--- src/rtl/max_index_scan.sv ---
`default_nettype none
// ============================================================================
// Module   : max_index_scan
// Brief    : Frame-based arg-max scanner. Accepts a stream of (metric, index)
//            beats, tracks the strictly-greatest metric of each frame (ties
//            keep the earlier beat) and holds the winner until consumed.
//            Frames close on in_last or when MAX_LEN beats have arrived; the
//            latter case is flagged with out_trunc.
//            Optional build macro: MAX_INDEX_SCAN_SIGNED_EN selects a
//            two's-complement comparison instead of the default unsigned one.
// Revision : 1.0 - initial release
// ============================================================================
module max_index_scan #(
    parameter int P_SIZE      = 32,
    parameter int POS_NUM_BIT = 4,
    parameter int MAX_LEN     = 16,
    parameter int CNT_BITS    = 5
) (
    input  logic                   clk,
    input  logic                   rst,
    input  logic                   in_valid,
    output logic                   in_ready,
    input  logic [P_SIZE-1:0]      in_data,
    input  logic [POS_NUM_BIT-1:0] in_index,
    input  logic                   in_last,
    output logic                   out_valid,
    input  logic                   out_ready,
    output logic [P_SIZE-1:0]      out_max,
    output logic [POS_NUM_BIT-1:0] out_index,
    output logic [CNT_BITS-1:0]    out_count,
    output logic                   out_trunc
);

    // State encoding
    localparam logic [1:0] c_st_empty = 2'd0;
    localparam logic [1:0] c_st_accum = 2'd1;
    localparam logic [1:0] c_st_done  = 2'd2;

    localparam logic [CNT_BITS-1:0] c_max_len = CNT_BITS'(MAX_LEN);
    localparam logic [CNT_BITS-1:0] c_one     = CNT_BITS'(1);

    logic [1:0]             r_state;
    logic [P_SIZE-1:0]      r_best_max;
    logic [POS_NUM_BIT-1:0] r_best_index;
    logic [CNT_BITS-1:0]    r_count;
    logic                   r_trunc;

    logic                   w_gt;
    logic [CNT_BITS-1:0]    w_count_next;
    logic                   w_close;

    // Candidate-versus-best comparison; only a strictly greater metric wins
`ifdef MAX_INDEX_SCAN_SIGNED_EN
    assign w_gt = $signed(in_data) > $signed(r_best_max);
`else
    assign w_gt = in_data > r_best_max;
`endif

    // Beat count after accepting the current beat: a fresh frame starts at 1
    assign w_count_next = (r_state == c_st_empty) ? c_one : (r_count + c_one);

    // A frame ends on its last beat or when it reaches the length limit
    assign w_close = in_last | (w_count_next == c_max_len);

    // Single-process FSM: state, running best, beat count and truncation flag
    always_ff @(posedge clk) begin
        if (rst) begin
            r_state      <= c_st_empty;
            r_best_max   <= '0;
            r_best_index <= '0;
            r_count      <= '0;
            r_trunc      <= 1'b0;
        end else begin
            case (r_state)
                c_st_empty: begin
                    if (in_valid) begin
                        r_best_max   <= in_data;
                        r_best_index <= in_index;
                        r_count      <= w_count_next;
                        r_trunc      <= w_close & ~in_last;
                        r_state      <= w_close ? c_st_done : c_st_accum;
                    end
                end
                c_st_accum: begin
                    if (in_valid) begin
                        if (w_gt) begin
                            r_best_max   <= in_data;
                            r_best_index <= in_index;
                        end
                        r_count <= w_count_next;
                        r_trunc <= w_close & ~in_last;
                        if (w_close) begin
                            r_state <= c_st_done;
                        end
                    end
                end
                c_st_done: begin
                    // Result is held here; incoming beats are back-pressured
                    if (out_ready) begin
                        r_state <= c_st_empty;
                    end
                end
                default: begin
                    r_state <= c_st_empty;
                end
            endcase
        end
    end

    assign in_ready  = (r_state != c_st_done);
    assign out_valid = (r_state == c_st_done);
    assign out_max   = r_best_max;
    assign out_index = r_best_index;
    assign out_count = r_count;
    assign out_trunc = r_trunc;

endmodule
`default_nettype wire

--- config.mk ---
export PLATFORM = sky130hd
export DESIGN_NAME = max_index_scan
export DESIGN_NICKNAME = d
export VERILOG_FILES = /design/src/rtl/max_index_scan.sv
export SDC_FILE = /design/constraint.sdc
export NUM_CORES = 1
export LEC_CHECK = 0
export CORE_MARGIN = 2
export CORE_UTILIZATION = 39
export CTS_BUF_LIST = sky130_fd_sc_hd__clkbuf_16
export DETAILED_ROUTE_END_ITERATION = 10
export GPL_ROUTABILITY_DRIVEN = 0
export HOLD_SLACK_MARGIN = 0.06
export PLACE_DENSITY = 0.67
export RECOVER_POWER = 25
export SKIP_CTS_REPAIR_TIMING = 1
export SLEW_MARGIN = 20
export SYNTH_ARGS = -nofsm -noshare
export SYNTH_HDL_FRONTEND = slang
export SYNTH_SLANG_ARGS = --single-unit
--- constraint.sdc ---
create_clock -name clk -period 7.8 [get_ports clk]
set_input_delay 2.34 -clock clk [delete_from_list [all_inputs] [get_ports clk]]
set_output_delay 2.34 -clock clk [all_outputs]
set_load 0.02 [all_outputs]
; ---- Word-level counts from Yosys, hierarchy flattened
; Cells that the tools add are included.
; Widths: inputs -> output; s select.
[word_totals]
elab_cells = 40
output_inout_bits = 44
in_bits = 41
ff_bits = 44
[op_classes]
reduce_logical = 6
add_sub_neg = 1
n_lt_le_gt_ge = 1
n_mux = 15
eq_ne = 9
n_bitwise = 3
[ops]
columns = cell, n
row1 = $mux 32, 3
row2 = $pmux 32 s2, 1
row3 = $gt 32x32->1, 1
row4 = $mux 4, 3
row5 = $mux 2, 5
row6 = $ne 2x2->1 const B, 5
row7 = $pmux 4 s2, 1
row8 = $reduce_and 4->1, 2
row9 = $pmux 2 s3, 1
row10 = $add 5x1->5 const B, 1
row11 = $eq 5x5->1 const B, 1
row12 = $mux 5, 1
row13 = $eq 2x1->1 const B, 1
row14 = $eq 2x2->1 const B, 1
row15 = $logic_not 2->1, 1
row16 = $ne 2x1->1 const B, 1
row17 = $reduce_and 2->1, 1
row18 = $reduce_bool 2->1, 1
row19 = $reduce_or 2->1, 1
row20 = $and 1x1->1, 1
row21 = $not 1->1, 1
row22 = $or 1x1->1, 1

; ---- Logic depth before layout (Yosys ltp)
; Gate-level depths: netlist (run 1).
[depth]
word_depth = 7
mapped_depth = 10
mapped_depth_nobuf = 8

; ---- Worst setup path before layout (run 1)
; OpenSTA, ideal clock, no wires.
[synth_path]
kind = input to register
startpoint = input port in_data[14]
endpoint = register r_best_index[0], in the netlist out_index[0]
arrival_ns = 3.976
required_ns = 7.728
n_path_buf = 2
setup_slack_ns = 3.752
cell_stages = 9
path_cell_list = ha_1 -> nand4_2 -> nor4_4 -> a31o_1 -> a31oi_1 -> a41oi_2 -> buf_6 -> buf_12 -> mux2i_1
[synth_via]
elab_chain_cells = 3
[synth_lines]
columns = item, line_no
row1 = "start, declared", 23  ; input logic [P_SIZE-1:0] in_data,
row2 = $gt 32x32->1, 56  ; assign w_gt = in_data > r_best_max;
row3 = $ne 2x2->1 (no line), n/a
row4 = $reduce_and 4->1 (no line), n/a
row5 = "end signal, assigned", 78  ; r_best_index <= in_index;
row6 = "end signal, assigned", 88  ; r_best_index <= in_index;
row7 = "end, declared", 44  ; logic [POS_NUM_BIT-1:0] r_best_index;
; Every way passes these cells.
; A chain may end at the register's enable or synchronous reset.

; ---- Worst setup path after layout (run 1)
[layout_path]
startpoint = input port in_data[15]
endpoint = register r_best_max[24], in the netlist out_max[24]
[layout_via]
elab_chain_cells = 3
[layout_lines]
columns = item, line_no
row1 = $gt 32x32->1, 56
row2 = $ne 2x2->1 (no line), n/a
row3 = $reduce_and 4->1 (no line), n/a
row4 = "end signal, assigned", 77  ; r_best_max <= in_data;
row5 = "end signal, assigned", 87  ; r_best_max <= in_data;
row6 = "end, declared", 43  ; logic [P_SIZE-1:0] r_best_max;
; Every way passes these cells.

==> results.json, run 1 <==
{
  "grt_max_degree": 81,
  "synthAdderAreaFrac_pct": 13.8,
  "hold_depth": 2,
  "die_height_um": 91.7,
  "endpoint_kind": "flip-flop",
  "yosysUniqueCellTypes": 35,
  "vias": 2431,
  "stdcell_area_sq_um": 4030,
  "firstDrtPassIters": 4,
  "synth-seq-area-share_pct": 29.4,
  "syn2layout_area_growth_pct": 34.5,
  "cts_buffer_depth": 2,
  "critPathKind": "in -> reg",
  "drt-total-wl_um": 6460,
  "clock_latency_ps": 280,
  "syn-mean-instance-area_sq_um": 9.14,
  "htreeDepth": 2,
  "fin_crit_ps": 4850,
  "synth_xor_area_share_pct": 0.876,
  "synth_nets": 402,
  "vdd_ir_drop_max_mv": 0.0908,
  "cts_buffers": 5,
  "antenna_found_initial": 0,
  "diodes": 0,
  "synth_compound_area_share_pct": 7.43,
  "wire_per_inst_um": 12.8,
  "startpoint_type": "input port",
  "power_density_nw_per_um2": 164,
  "vias_per_cell": 4.80,
  "grt_pass1_vias": 2371,
  "critPathArrivalTime_ps": 5050,
  "synth_seq_cells": 44,
  "cts_tree": "built",
  "worstPathRequired_ps": 8010,
  "final_hold_viol_count": 0,
  "layout-drive-gt1-share_pct": 4.18,
  "maxSlewHeadroom_pct": 59.3,
  "worstPathMaxFanout": 14,
  "start_util_pct": 40.9,
  "drt_iter0_drc": 64,
  "worst_pin_slew_ps": 610,
  "die_w_um": 91.7,
  "synth_top_family_by_area": "simple AND/OR/NAND/NOR gates",
  "port_buffers": 84,
  "layout_worst_path_cycle_share_pct": 62.1,
  "setup_viol": 0,
  "grt_pass1_wl_um": 10700,
  "hpwl_um": 4890,
  "outcome": "completed",
  "rsz0062_at_grt": "no",
  "syn_inst": 328,
  "synthMuxAreaShare_pct": 12.3,
  "max_freq_mhz": 206,
  "drc": 0,
  "p_leak_nw": 1.72,
  "hold_slack_ps": 453,
  "maxCapViolCount": 0,
  "die_area_sq_um": 8410,
  "fin_cells": 506,
  "postRouteAntennaNets": 0,
  "track_usage_pct": 15.6,
  "rows": 31,
  "placed_cell_area_sq_um": 3840,
  "hp-class": "reg -> reg",
  "core_sq_um": 7330,
  "reg2reg_depth": 9,
  "finClkSkew_ps": 5.21,
  "ys_warn_count": 0,
  "grt-ovfl-total": 0,
  "io_pins": 85,
  "finalSetupTns_ps": 0,
  "cts.sinks": 44,
  "post-place-cells": 497,
  "synth_area_sq_um": 3000,
  "cts.clk_slew.worst_paths_ps": 60,
  "slew_viol_final": 0,
  "nets": 480,
  "synthSimpleGateAreaFrac_pct": 27.3,
  "cts-root-buf": "clkbuf_16"
}
## sequential cells by signal (all words and copies together), names as in the netlist
signal     count
out_count      5
out_max       32
r_state        2
out_index      4
out_trunc      1
## critical path, stage by stage
cell and delay, ps:
clkdlybuf4s50_1 450, ha_1 350, nand4_2 150, nor4_4 400
a31o_1 190, a31oi_1 60, a41oi_4 510, buf_4 370
mux2i_1 230
## worst paths after layout
| check | startpoint | to | slack, ps |
|---|---|---|---|
| worst max register to register | out_max[11] | out_max[24] | 5070 |
| worst min register to register | out_trunc | out_trunc | 450 |
| worst min-delay path | out_trunc | out_trunc | 450 |
| worst max-delay path | in_data[15] | out_max[24] | 2950 |
## kinds of logic (layout without fill, tap and decap cells)
kind of cell | count (synthesis) | count (layout)
DFF | 44 | 44
adders and majority gates | 33 | 33
AOI/OAI and AO/OA | 36 | 36
and+or+nand+nor | 125 | 125
xor gates and xnor gates | 3 | 3
buffers and inverters | 50 | 129
muxes | 37 | 37
## layout by cell type (no fill, tap or decap), types with 2 or more instances in the layout
master           instances
nand3_1                  7
nand2b_1                49
a31oi_1                  2
dfxtp_1                 44
inv_1                   35
nor3_1                   3
clkinv_1                 2
clkbuf_16                5
a221oi_1                 2
buf_4                    2
or2b_1                  26
nand4_4                  2
dlygate4sd3_1           16
o21ai_0                  4
nor4_4                   2
clkdlybuf4s50_1         67
ha_1                    33
nor2_1                  10
a21o_1                   2
nand4_1                  3
mux2i_1                 37
xor2_1                   3
nand2_1                 16
nand4_2                  2
o21ai_1                  3
a21oi_1                 17
## final cells by class
class	count	area, sq um
Fill cell	681	3300
Multi-Input combinational cell	234	1860
Sequential cell	44	881
Timing Repair Buffer	86	873
Inverter	35	131
Clock buffer	5	125
Tap cell	99	124
Clock inverter	3	37.5
## through the flow
stage | utilization, % | power (mW) | worst slack [ps]
final | 55.0 | 0.661 | 2950
after global routing | 55.0 | 0.697 | 2770
after CTS | 54.6 | 0.670 | 2440
after detailed placement | 52.4 | 0.432 | 2140
after global placement | 52.4 | 0.428 | 2260
after floorplan | - | 0.366 | 3750
## synth_stat cells, drive strengths merged
library cell  count  area share [%]
and2b             2            0.58
mux2i            37              12
nand3             7             1.2
a22oi             1            0.25
a2bb2oi           1            0.29
dlymetal6s2s      1            0.42
a41oi             1            0.54
or2b             26             6.5
o21a              1            0.25
a21o              2            0.50
nor2             10             1.3
xor2              3            0.88
nand4             7             2.9
o22a              1            0.29
nor2b             1            0.21
a31o              1            0.29
inv              35             4.4
clkbuf            8             1.0
nand2            16             2.0
a21oi            17             2.8
nand2b           49              10
nor3b             1            0.25
dfxtp            44              29
nor4b             1            0.29
a31oi             2            0.42
a221oi            2            0.58
buf               6             3.1
ha               33              14
nor4              2             1.4
o21ai             7             1.2
nor3              3            0.50
## routing by layer
layer  track usage (%)  vias up  wire [um]
met5                 0        -          0
li1                  -     1249          -
met4              3.36        0         57
met3              4.93        5        421
met1              19.4     1119       2950
met2              26.7       58       3030
## where the power goes
group	internal, mW	leakage (nW)	switching, mW
combinational	0.0888	1.28	0.0855
sequential	0.240	0.362	0.0114
clock	0.149	0.0789	0.0867
total	0.477	1.72	0.184
(Power assumes the default switching activity.)
==> run 2, diff against run 1 <==
- clock period: 7.8 -> 4.65 ns (I/O delays scaled with it)
==> run 2 against run 1 <==
Compared with the run above: non-clock buffer count did not move; utilization shrank 0.63 points; combinational power increased by 64%; clock skew fell by 1.5 ps; critical path depth unchanged; final cell count unchanged; register-to-register slack got worse by 2900 ps; global-route usage fell by 0.17 points; total power rose by 58%; sequential share of layout area increased by 0.25 points; die area is the same.
==> results.json, run 2 (synthesized netlist as in run 1, its figures left out) <==
{
  "outcome": "completed",
  "reg2reg_to": "out_max[1]",
  "critPathKind": "in -> reg",
  "wire_per_inst_um": 12.3,
  "post-place-cells": 498,
  "maxCapViolCount": 0,
  "r2r_start": "out_max[31]",
  "htreeDepth": 2,
  "largest_reg_flops": 32,
  "grt_max_degree": 81,
  "regArea_sq_um": 881,
  "io_pins": 85,
  "cp.depth": 9,
  "cts_buffer_depth": 2,
  "die_w_um": 91.7,
  "worst_pin_slew_ps": 597,
  "fin_cells": 506,
  "diodes": 0,
  "grt_pass1_wl_um": 10900,
  "min_from": "out_trunc",
  "reg2reg_depth": 9,
  "max_freq_mhz": 277,
  "final_common_cell": "clkdlybuf4s50_1",
  "critPathLaunch": "in_data[31]",
  "finClkSkew_ps": 3.67,
  "worstPathMaxFanout": 21,
  "track_usage_pct": 15.5,
  "antenna_found_initial": 0,
  "layout_common_cells": "67 x clkdlybuf4s50_1, 49 x nand2b_1, 44 x dfxtp_1, 37 x inv_1, 37 x mux2i_1",
  "cp_slowest_cell": "clkdlybuf4s50_1",
  "core_sq_um": 7330,
  "fin_crit_ps": 3610,
  "setup_viol": 0,
  "utilization_pct": 54.4,
  "vdd_ir_drop_max_mv": 0.172,
  "startpoint_type": "input port",
  "crit_chain": "clkdlybuf4s50_1, ha_1, nand4_4, nor4_4, a31o_1, a31oi_1, a41oi_4, buf_4, mux2i_1",
  "grt-ovfl-total": 0,
  "cts.sinks": 44,
  "clock_latency_ps": 280,
  "worst_slack_ps": 1040,
  "worstPathRequired_ps": 4860,
  "hp-class": "reg -> reg",
  "critPathArrivalTime_ps": 3810,
  "drt_iter0_drc": 63,
  "cp_top_family": "buffers and inverters",
  "slew_viol_final": 0,
  "port_buffers": 84,
  "hold_depth": 2,
  "cts-root-buf": "clkbuf_16",
  "cts_buffers": 5,
  "rsz0062_at_grt": "no",
  "fillers": 681,
  "whs_endpoint": "out_trunc",
  "vias": 2405,
  "cts.clk_slew.worst_paths_ps": 60,
  "p_leak_nw": 1.70,
  "maxSlewHeadroom_pct": 60.2,
  "power_mw": 1.04,
  "finalSetupTns_ps": 0,
  "firstDrtPassIters": 4,
  "cts_tree": "built",
  "vias_per_cell": 4.75,
  "multi_input_area_sq_um": 1860,
  "slowest_delay_ps": 440,
  "grt_pass1_vias": 2357,
  "postRouteAntennaNets": 0,
  "crit_buf_inv": 2,
  "die_area_sq_um": 8410,
  "nets": 480,
  "final_hold_viol_count": 0,
  "power_density_nw_per_um2": 262,
  "drt-total-wl_um": 6240,
  "rrSetupSlack_ps": 2220,
  "hpwl_um": 4720,
  "layout-drive-gt1-share_pct": 3.93,
  "endpoint_kind": "flip-flop",
  "die_height_um": 91.7,
  "start_util_pct": 40.9,
  "rows": 31,
  "dpl_worst_slack_ps": 734,
  "drc": 0,
  "syn2layout_area_growth_pct": 32.9,
  "layout_worst_path_cycle_share_pct": 77.6
}
==> run 2: cell count changes in the layout (fill, tap and decap cells not counted), sizes merged <==
cell and delta:
inv +2, bufinv -1, clkinv -1
==> run 2: layout make-up <==
cell class                 count  share of cell area (%)
inverter                      35                    3.30
timing repair buffer          86                    21.4
clock inverter                 3                   0.282
multi-input combinational    234                    46.7
tap                           99                    3.11
sequential                    44                    22.1
clock buffer                   5                    3.14
==> run 2: worst max-delay path by stage <==
stage | end | slack [ps]
2_1_floorplan | out_index[0] | 1550
4_1_cts | out_max[1] | 1020
3_5_place_dp | out_max[13] | 730
5_1_grt | out_max[1] | 850
6_report | out_max[1] | 1040
3_3_place_gp | out_max[3] | 830
==> run 2: routing by layer <==
| layer | global-route usage [%] | vias up | share of wire, % |
|---|---|---|---|
| met1 | 20.5 | 1095 | 47 |
| met5 | 0 | - | 0 |
| li1 | - | 1249 | - |
| met4 | 2.99 | 0 | 0.82 |
| met2 | 25.9 | 55 | 46 |
| met3 | 3.62 | 6 | 5.6 |
==> run 2: worst reg2reg max path, delay by kind of cell (launching register included) <==
kind / cells / cell delay [ps]
simple gates: 2 / 520
compound gates: 3 / 440
buf+inv: 2 / 430
flops: 1 / 350
fa+ha+maj: 1 / 350
mux: 1 / 250
==> run 2: metrics by stage <==
stage	hold WS, ps	cell area [sq um]
5_1_grt	473	3990
4_1_cts	451	3990
6_report	445	3990
3_3_place_gp	444	3850
3_5_place_dp	443	3850
2_1_floorplan	455	3000
==> run 2: where the power goes <==
part	total, mW	internal [mW]	switching, mW
Clock	0.338	0.194	0.144
Sequential	0.422	0.402	0.0195
Combinational	0.285	0.145	0.140
